==> config.mk <==
export PLATFORM = sky130hd
export DESIGN_NAME = lsu_mem_stage_flat
export DESIGN_NICKNAME = d
export VERILOG_FILES = /design/src/rtl/lsu_mem_stage_if.sv /design/src/rtl/lsu_mem_stage.sv /design/src/flat_wrapper.sv
export SDC_FILE = /design/constraint.sdc
export NUM_CORES = 1
export LEC_CHECK = 0
export CAP_MARGIN = 0
export CORE_ASPECT_RATIO = 1.1
export CORE_UTILIZATION = 46
export CTS_BUF_LIST = sky130_fd_sc_hd__clkbuf_2
export DETAILED_ROUTE_END_ITERATION = 7
export PLACE_DENSITY = 0.95
export SYNTH_ARGS = -nofsm -noshare
export SYNTH_HDL_FRONTEND = slang
export SYNTH_SLANG_ARGS = --single-unit
export TNS_END_PERCENT = 20
==> constraint.sdc <==
create_clock -name clk -period 2.2 [get_ports clk]
set_clock_uncertainty 0.15 [all_clocks]
set_input_delay 0.44 -clock clk [delete_from_list [all_inputs] [get_ports clk]]
set_output_delay 0.44 -clock clk [all_outputs]
set_load 0.01 [all_outputs]
==> src/rtl/lsu_mem_stage_if.sv <==
// Data-memory bus between the load/store unit and the data memory.
// The LSU drives the request side and the memory returns ack/read data.
interface lsu_mem_stage_if #(
    parameter int WIDTH = 32
);
    logic             mem_req;
    logic             mem_we;
    logic [WIDTH-1:0] mem_addr;
    logic [WIDTH-1:0] mem_wdata;
    logic [3:0]       mem_wstrb;
    logic             mem_ack;
    logic [WIDTH-1:0] mem_rdata;

    modport master (
        output mem_req, mem_we, mem_addr, mem_wdata, mem_wstrb,
        input  mem_ack, mem_rdata
    );

    modport slave (
        input  mem_req, mem_we, mem_addr, mem_wdata, mem_wstrb,
        output mem_ack, mem_rdata
    );
endinterface

==> src/rtl/lsu_mem_stage.sv <==
// RISC-V byte/half/word load-store stage with a req/ack data-memory port.
// Faults (misaligned, illegal funct3, ack timeout) end in an err-qualified done pulse.
module lsu_mem_stage #(
    parameter int WIDTH   = 32,
    parameter int TIMEOUT = 255
) (
    input  logic             clk,
    input  logic             reset,
    input  logic             start,
    input  logic             is_store,
    input  logic [2:0]       funct3,
    input  logic [WIDTH-1:0] addr,
    input  logic [WIDTH-1:0] wdata,
    output logic             busy,
    output logic             done,
    output logic             err,
    output logic [1:0]       err_code,
    output logic [WIDTH-1:0] rdata,
    lsu_mem_stage_if.master  mem
);
    typedef enum logic [1:0] {IDLE, REQ, RESP, FAULT} state_t;

    localparam logic [7:0] TIMEOUT_C = 8'(TIMEOUT);

    state_t           state_q, state_d;
    logic [1:0]       code_q, code_d;
    logic [7:0]       cnt_q;
    logic [WIDTH-1:0] addr_q, wdata_q, rdata_q;
    logic [3:0]       strb_q;
    logic [2:0]       funct3_q;
    logic             store_q;

    logic             illegal, misaligned;
    logic [WIDTH-1:0] lane_data;
    logic [3:0]       lane_strb;
    logic [7:0]       load_byte;
    logic [15:0]      load_half;
    logic [WIDTH-1:0] load_ext;

    // Request decode; illegal codes win over misalignment in the FSM below.
    always_comb begin
        // NOTE: every always_comb output gets a default first so no path can infer a latch.
        illegal = 1'b1;
        case (funct3)
            3'b000, 3'b001, 3'b010: illegal = 1'b0;
            3'b100, 3'b101:         illegal = is_store;
            default:                illegal = 1'b1;
        endcase
        misaligned = (funct3[1:0] == 2'b01 && addr[0]) ||
                     (funct3[1:0] == 2'b10 && addr[1:0] != 2'b00);
    end

    always_comb begin
        lane_data = wdata;
        lane_strb = 4'b1111;
        case (funct3[1:0])
            2'b00: begin
                lane_data = {4{wdata[7:0]}};
                lane_strb = 4'b0001 << addr[1:0];
            end
            2'b01: begin
                lane_data = {2{wdata[15:0]}};
                lane_strb = 4'b0011 << addr[1:0];
            end
            default: ;
        endcase
        if (!is_store) lane_strb = 4'b0000;
    end

    // Load extraction works from the latched address, not the live input.
    always_comb begin
        load_byte = mem.mem_rdata[7:0];
        case (addr_q[1:0])
            2'b00: load_byte = mem.mem_rdata[7:0];
            2'b01: load_byte = mem.mem_rdata[15:8];
            2'b10: load_byte = mem.mem_rdata[23:16];
            2'b11: load_byte = mem.mem_rdata[31:24];
            default: ;
        endcase
        load_half = addr_q[1] ? mem.mem_rdata[31:16] : mem.mem_rdata[15:0];
        load_ext  = mem.mem_rdata;
        case (funct3_q)
            3'b000:  load_ext = {{(WIDTH-8){load_byte[7]}}, load_byte};
            3'b001:  load_ext = {{(WIDTH-16){load_half[15]}}, load_half};
            3'b100:  load_ext = {{(WIDTH-8){1'b0}}, load_byte};
            3'b101:  load_ext = {{(WIDTH-16){1'b0}}, load_half};
            default: load_ext = mem.mem_rdata;
        endcase
    end

    always_comb begin
        state_d = state_q;
        code_d  = code_q;
        case (state_q)
            IDLE: if (start) begin
                if (illegal) begin
                    state_d = FAULT;
                    code_d  = 2'b10;
                end else if (misaligned) begin
                    state_d = FAULT;
                    code_d  = 2'b01;
                end else begin
                    state_d = REQ;
                end
            end
            // Ack on the last counted cycle still counts as success.
            REQ: if (mem.mem_ack) begin
                state_d = RESP;
            end else if (cnt_q == 8'd1) begin
                state_d = FAULT;
                code_d  = 2'b11;
            end
            RESP, FAULT: state_d = IDLE;
            default:     state_d = IDLE;
        endcase
    end

    always_ff @(posedge clk or negedge reset) begin
        // NOTE: sequential state uses non-blocking assignments so every register samples pre-edge values.
        if (!reset) begin
            state_q <= IDLE;
            code_q  <= 2'b00;
        end else begin
            state_q <= state_d;
            code_q  <= code_d;
        end
    end

    always_ff @(posedge clk or negedge reset) begin
        if (!reset) begin
            cnt_q    <= 8'd0;
            addr_q   <= '0;
            wdata_q  <= '0;
            rdata_q  <= '0;
            strb_q   <= 4'b0000;
            funct3_q <= 3'b000;
            store_q  <= 1'b0;
        end else if (state_q == IDLE && state_d == REQ) begin
            cnt_q    <= TIMEOUT_C;
            addr_q   <= addr;
            wdata_q  <= lane_data;
            strb_q   <= lane_strb;
            funct3_q <= funct3;
            store_q  <= is_store;
        end else if (state_q == REQ) begin
            if (mem.mem_ack) begin
                if (!store_q) rdata_q <= load_ext;
            end else begin
                cnt_q <= cnt_q - 8'd1;
            end
        end
    end

    assign busy     = (state_q != IDLE);
    assign done     = (state_q == RESP) || (state_q == FAULT);
    assign err      = (state_q == FAULT);
    assign err_code = (state_q == FAULT) ? code_q : 2'b00;
    assign rdata    = rdata_q;

    assign mem.mem_req   = (state_q == REQ);
    assign mem.mem_we    = (state_q == REQ) && store_q;
    assign mem.mem_addr  = {addr_q[WIDTH-1:2], 2'b00};
    assign mem.mem_wdata = wdata_q;
    assign mem.mem_wstrb = (state_q == REQ) ? strb_q : 4'b0000;
endmodule
==> src/flat_wrapper.sv <==
// flat-port wrapper written by rule: the top's interface ports become plain ports
module lsu_mem_stage_flat 
#(
    parameter int WIDTH   = 32,
    parameter int TIMEOUT = 255
)
  (clk, reset, start, is_store, funct3, addr, wdata, busy, done, err, err_code, rdata, mem_mem_req, mem_mem_we, mem_mem_addr, mem_mem_wdata, mem_mem_wstrb, mem_mem_ack, mem_mem_rdata);
  lsu_mem_stage_if #(.WIDTH(WIDTH)) mem_i ();
  input  logic clk;
  input  logic reset;
  input  logic start;
  input  logic is_store;
  input  logic [2:0] funct3;
  input  logic [WIDTH-1:0] addr;
  input  logic [WIDTH-1:0] wdata;
  output logic busy;
  output logic done;
  output logic err;
  output logic [1:0] err_code;
  output logic [WIDTH-1:0] rdata;
  output wire logic [$bits(mem_i.mem_req)-1:0] mem_mem_req;
  output wire logic [$bits(mem_i.mem_we)-1:0] mem_mem_we;
  output wire logic [$bits(mem_i.mem_addr)-1:0] mem_mem_addr;
  output wire logic [$bits(mem_i.mem_wdata)-1:0] mem_mem_wdata;
  output wire logic [$bits(mem_i.mem_wstrb)-1:0] mem_mem_wstrb;
  input wire logic [$bits(mem_i.mem_ack)-1:0] mem_mem_ack;
  input wire logic [$bits(mem_i.mem_rdata)-1:0] mem_mem_rdata;
  assign mem_mem_req = mem_i.mem_req;
  assign mem_mem_we = mem_i.mem_we;
  assign mem_mem_addr = mem_i.mem_addr;
  assign mem_mem_wdata = mem_i.mem_wdata;
  assign mem_mem_wstrb = mem_i.mem_wstrb;
  assign mem_i.mem_ack = mem_mem_ack;
  assign mem_i.mem_rdata = mem_mem_rdata;
  lsu_mem_stage #(.WIDTH(WIDTH), .TIMEOUT(TIMEOUT)) u_core (.clk(clk), .reset(reset), .start(start), .is_store(is_store), .funct3(funct3), .addr(addr), .wdata(wdata), .busy(busy), .done(done), .err(err), .err_code(err_code), .rdata(rdata), .mem(mem_i));
endmodule
==> metrics.md <==
| Metric | Value |
|---|---|
| DIE HEIGHT | `118.9 microns` |
| # H-tree levels | `4` |
| CP Data Required Time | `1.61 ns` |
| Simple-Gate Fraction of Synth Area | `10.33%` |
| Synth top area share | `50.78%` |
| # setup viols final | `0` |
| CP Max Fanout | `6` |
| Drt drc | `0` |
| CTS tree | `built` |
| Drt first pass iters | `5` |
| GP Congestion | `0.9152` |
| Area Growth Syn to Fin | `43.14%` |
| EDFF count, synth | `0` |
| Synth Area in Compound Gates | `roughly 14%` |
| Post-layout util | `about two thirds` |
| Largest net degree at the start of global routing | `71` |
| Post-synthesis adder-cell area fraction | `0.4377%` |
| Fill cells | `963` |
| Die W | `108.3 microns` |
| Power per cell area | `approximately 1200 nW/um^2` |
| RSZ-0062 raised after global routing | `yes` |
| Wirelength per Cell | `18.35 microns` |
| Cells after Synth | `551` |
| FP Rows | `42` |
| Leakage power | `3.768 nW` |
| Maximum vdd ir drop | `0.6378 mV` |
| First-pass GRT wire length | `27,110 microns` |
| Initial antenna violation count | `1` |
| DIE AREA | `12,880 sq um` |
| Post-place instance area | `just under 8000 sq um` |
| # clock sinks | `116` |
| Kind of critical path | `register to output pin` |
| Mux cell area share after synthesis | `14.93%` |
| Startpoint types | `register` |
| Seq/Total Area, Yosys | `about half` |
| Port bufs | `208` |
| Cell Area, Synth | `5717 sq um` |
| Clk pin slew, worst setup/hold paths | `0.21 ns` |
| Setup tns final | `0 ns` |
| Post-synth top area cell | `dfrtp_1` |
| Inst Count DP | `886` |
| Synth unique cells | `44` |
| Vias per cell | `~5.4` |
| Post-synth ARST share | `100.0%` |
| CP arrival | `~1.6 ns` |
| Status | `finished clean` |
| Mean Syn Cell Area | `roughly 10 sq um` |
| Slew HR | `43.97%` |
| Final instance area | `8183 sq um` |
| Vias after detailed routing | `5,032` |
| Core Footprint | `12,090 sq um` |
| Most common flop cell mapped by yosys | `dfrtp_1` |
| HPWL after DPL | `approximately 13,000 microns` |
| Largest family of logic cells by synthesized area | `multiplexers` |
| Routed WL | `~17,000 microns` |
| Number of DRC markers in iteration 0 | `272` |
| IO Count | `between 200 and 250` |
| Tot Pwr | `roughly 10 mW` |
| Final hold vios | `0` |
| HP Class | `primary input to asynchronous set/reset pin` |
| XOR/XNOR Fraction of Synth Area | `less than 1%` |
| Clock root buffer | `clkbuf_2` |
| Initial Utilization | `47.30%` |
| Maxcap violations | `0` |
| Finished Layout Cells | `926` |
| Vias in the first global route | `5,244` |
| Worst slew pin tran | `around 0.84 ns` |
| Total CTS buffers | `17` |
| Max frequency | `~460 MHz` |
| Final layout net count | `864` |
| Layout cells sized above 1 | `18.94%` |
| Tcrit/Tclk final | `99.15%` |
| Clk Latency, worst-skew pair | `0.64 ns` |
| Largest cells by area after synthesis | `dfrtp_1 51%, mux2_2 7.9%, o21ai_0 6.0%` |
| Post-route ant nets | `0` |
| Grt total ovfl | `0` |
| Shortest period the worst path allows | `2.181 ns` |
| Synthesis-stage register bit count | `around 120` |
| CP endpoint kind | `output pin` |
| Synth warn | `0` |
| Total Routing Usage GR | `27.70%` |
| Final Max Slew Viols | `0` |
| CTS Buffer Depth | `2` |
## placed cells by master (no fill, tap or decap), types with 3 or more instances in the layout
cell type / instances
mux2_2: 40
a21oi_1: 43
inv_1: 7
nor2b_1: 3
nand2_1: 52
buf_6: 10
nor3_1: 3
dfrtp_1: 116
clkdlybuf4s50_1: 102
nor4_1: 3
dlygate4sd2_1: 93
o211ai_1: 17
xnor2_1: 3
nor2_1: 34
buf_12: 7
mux2i_1: 32
bufinv_16: 3
buf_4: 40
o21ai_0: 69
clkinv_1: 3
mux2_4: 4
clkinv_4: 4
and3_1: 7
or3_1: 4
clkinv_2: 3
o22ai_1: 10
clkbuf_2: 18
and2_4: 4
## through the flow
stage,hold WS (ns),setup WS [ns]
finish,0.1441,0.01865
floorplan,-0.005591,0.3403
global route,0.1115,-0.1033
detailed placement,0.3044,-0.2659
CTS,0.1052,-0.07044
global placement,0.2972,-0.1881
## path summary, 6_finish.rpt
check,from,to,slack (ns),cells past startpoint
max,u_core.state_q[1],mem_mem_wstrb[3],0.02,4
min,reset,u_core.mem.mem_wdata[5],0.14,3
max reg2reg,u_core.state_q[0],u_core.strb_q[3],0.10,7
min reg2reg,u_core.mem.mem_wdata[31],u_core.mem.mem_wdata[31],0.35,2
max in group asynchronous,reset,u_core.addr_q[24],1.37,3
min in group clk,addr[23],u_core.addr_q[23],0.23,2
## power breakdown
group / internal [mW] / leakage (nW) / total, mW / switching, mW
registers: 3.13 / 1.37 / 3.79 / 0.661
clock network: 0.630 / 0.149 / 1.47 / 0.838
logic: 2.37 / 2.25 / 4.70 / 2.33
total: 6.13 / 3.77 / 9.96 / 3.83
## cell type report
cell class / instances / area (sq um) / area share (%)
well taps: 154 / 192.7 / 2.355
flip-flops and latches: 116 / 2903 / 35.47
inverters: 8 / 30.03 / 0.3670
multi-input cells: 358 / 2371 / 28.98
clock inverters: 14 / 162.7 / 1.988
clock buffers: 18 / 90.09 / 1.101
repair buffers: 257 / 2431 / 29.71
diodes: 1 / 2.502 / 0.03058
## what timing repair did
| action | CTS | global route |
|---|---|---|
| endpoints found under the hold margin | 116 | 0 |
| resized for setup | 146 | 12 |
| buffers inserted | 5 | 1 |
| pin swaps | 0 | 4 |
| setup endpoints to repair | 104 | 11 |
| hold buffers | 1 | 0 |
## synth_stat cells (2+ instances only)
cell	count
nor3_1	3
buf_4	32
nor4_1	3
buf_2	8
and3_1	8
or3_1	4
xnor2_1	3
o211ai_1	17
dfrtp_1	116
and2_1	6
clkbuf_1	21
inv_1	7
buf_6	8
xor2_1	2
mux2_4	4
a21o_1	2
nand2_1	52
or4_1	2
mux2i_1	32
or2_2	2
o21ai_0	69
nor2b_1	4
o22ai_1	10
a21oi_1	43
mux2_2	40
nor2_1	34
ha_1	2
## kinds of logic after synthesis
family          after synthesis
compound gates              146
flops                       116
other cells                   1
fa+ha+maj                     2
xor+xnor                      5
mux                          77
buf+inv                      78
simple gates                126
## critical path, stage by stage, from the launching register on
cell and delay [ns]:
dfrtp_1 0.45, nor2b_4 0.14, buf_6 0.13, and2_4 0.14
buf_6 0.10
## flip-flops by register name (all words and copies together) (netlist names)
name,count
u_core.rdata,32
u_core.strb_q,4
u_core.cnt_q,8
u_core.state_q,2
u_core.addr_q,32
u_core.store_q,1
u_core.mem.mem_wdata,32
u_core.funct3_q,3
u_core.code_q,2
## per-layer routing
| layer | up-vias | track usage [%] | share of wire (%) |
|---|---|---|---|
| li1 | 2307 | - | - |
| met1 | 2431 | 31.75 | 37 |
| met2 | 265 | 46.97 | 50 |
| met3 | 29 | 9.360 | 10 |
| met4 | 0 | 11.23 | 2.2 |
| met5 | - | 0 | 0 |
Note: power is estimated with default switching activity, not from simulation.
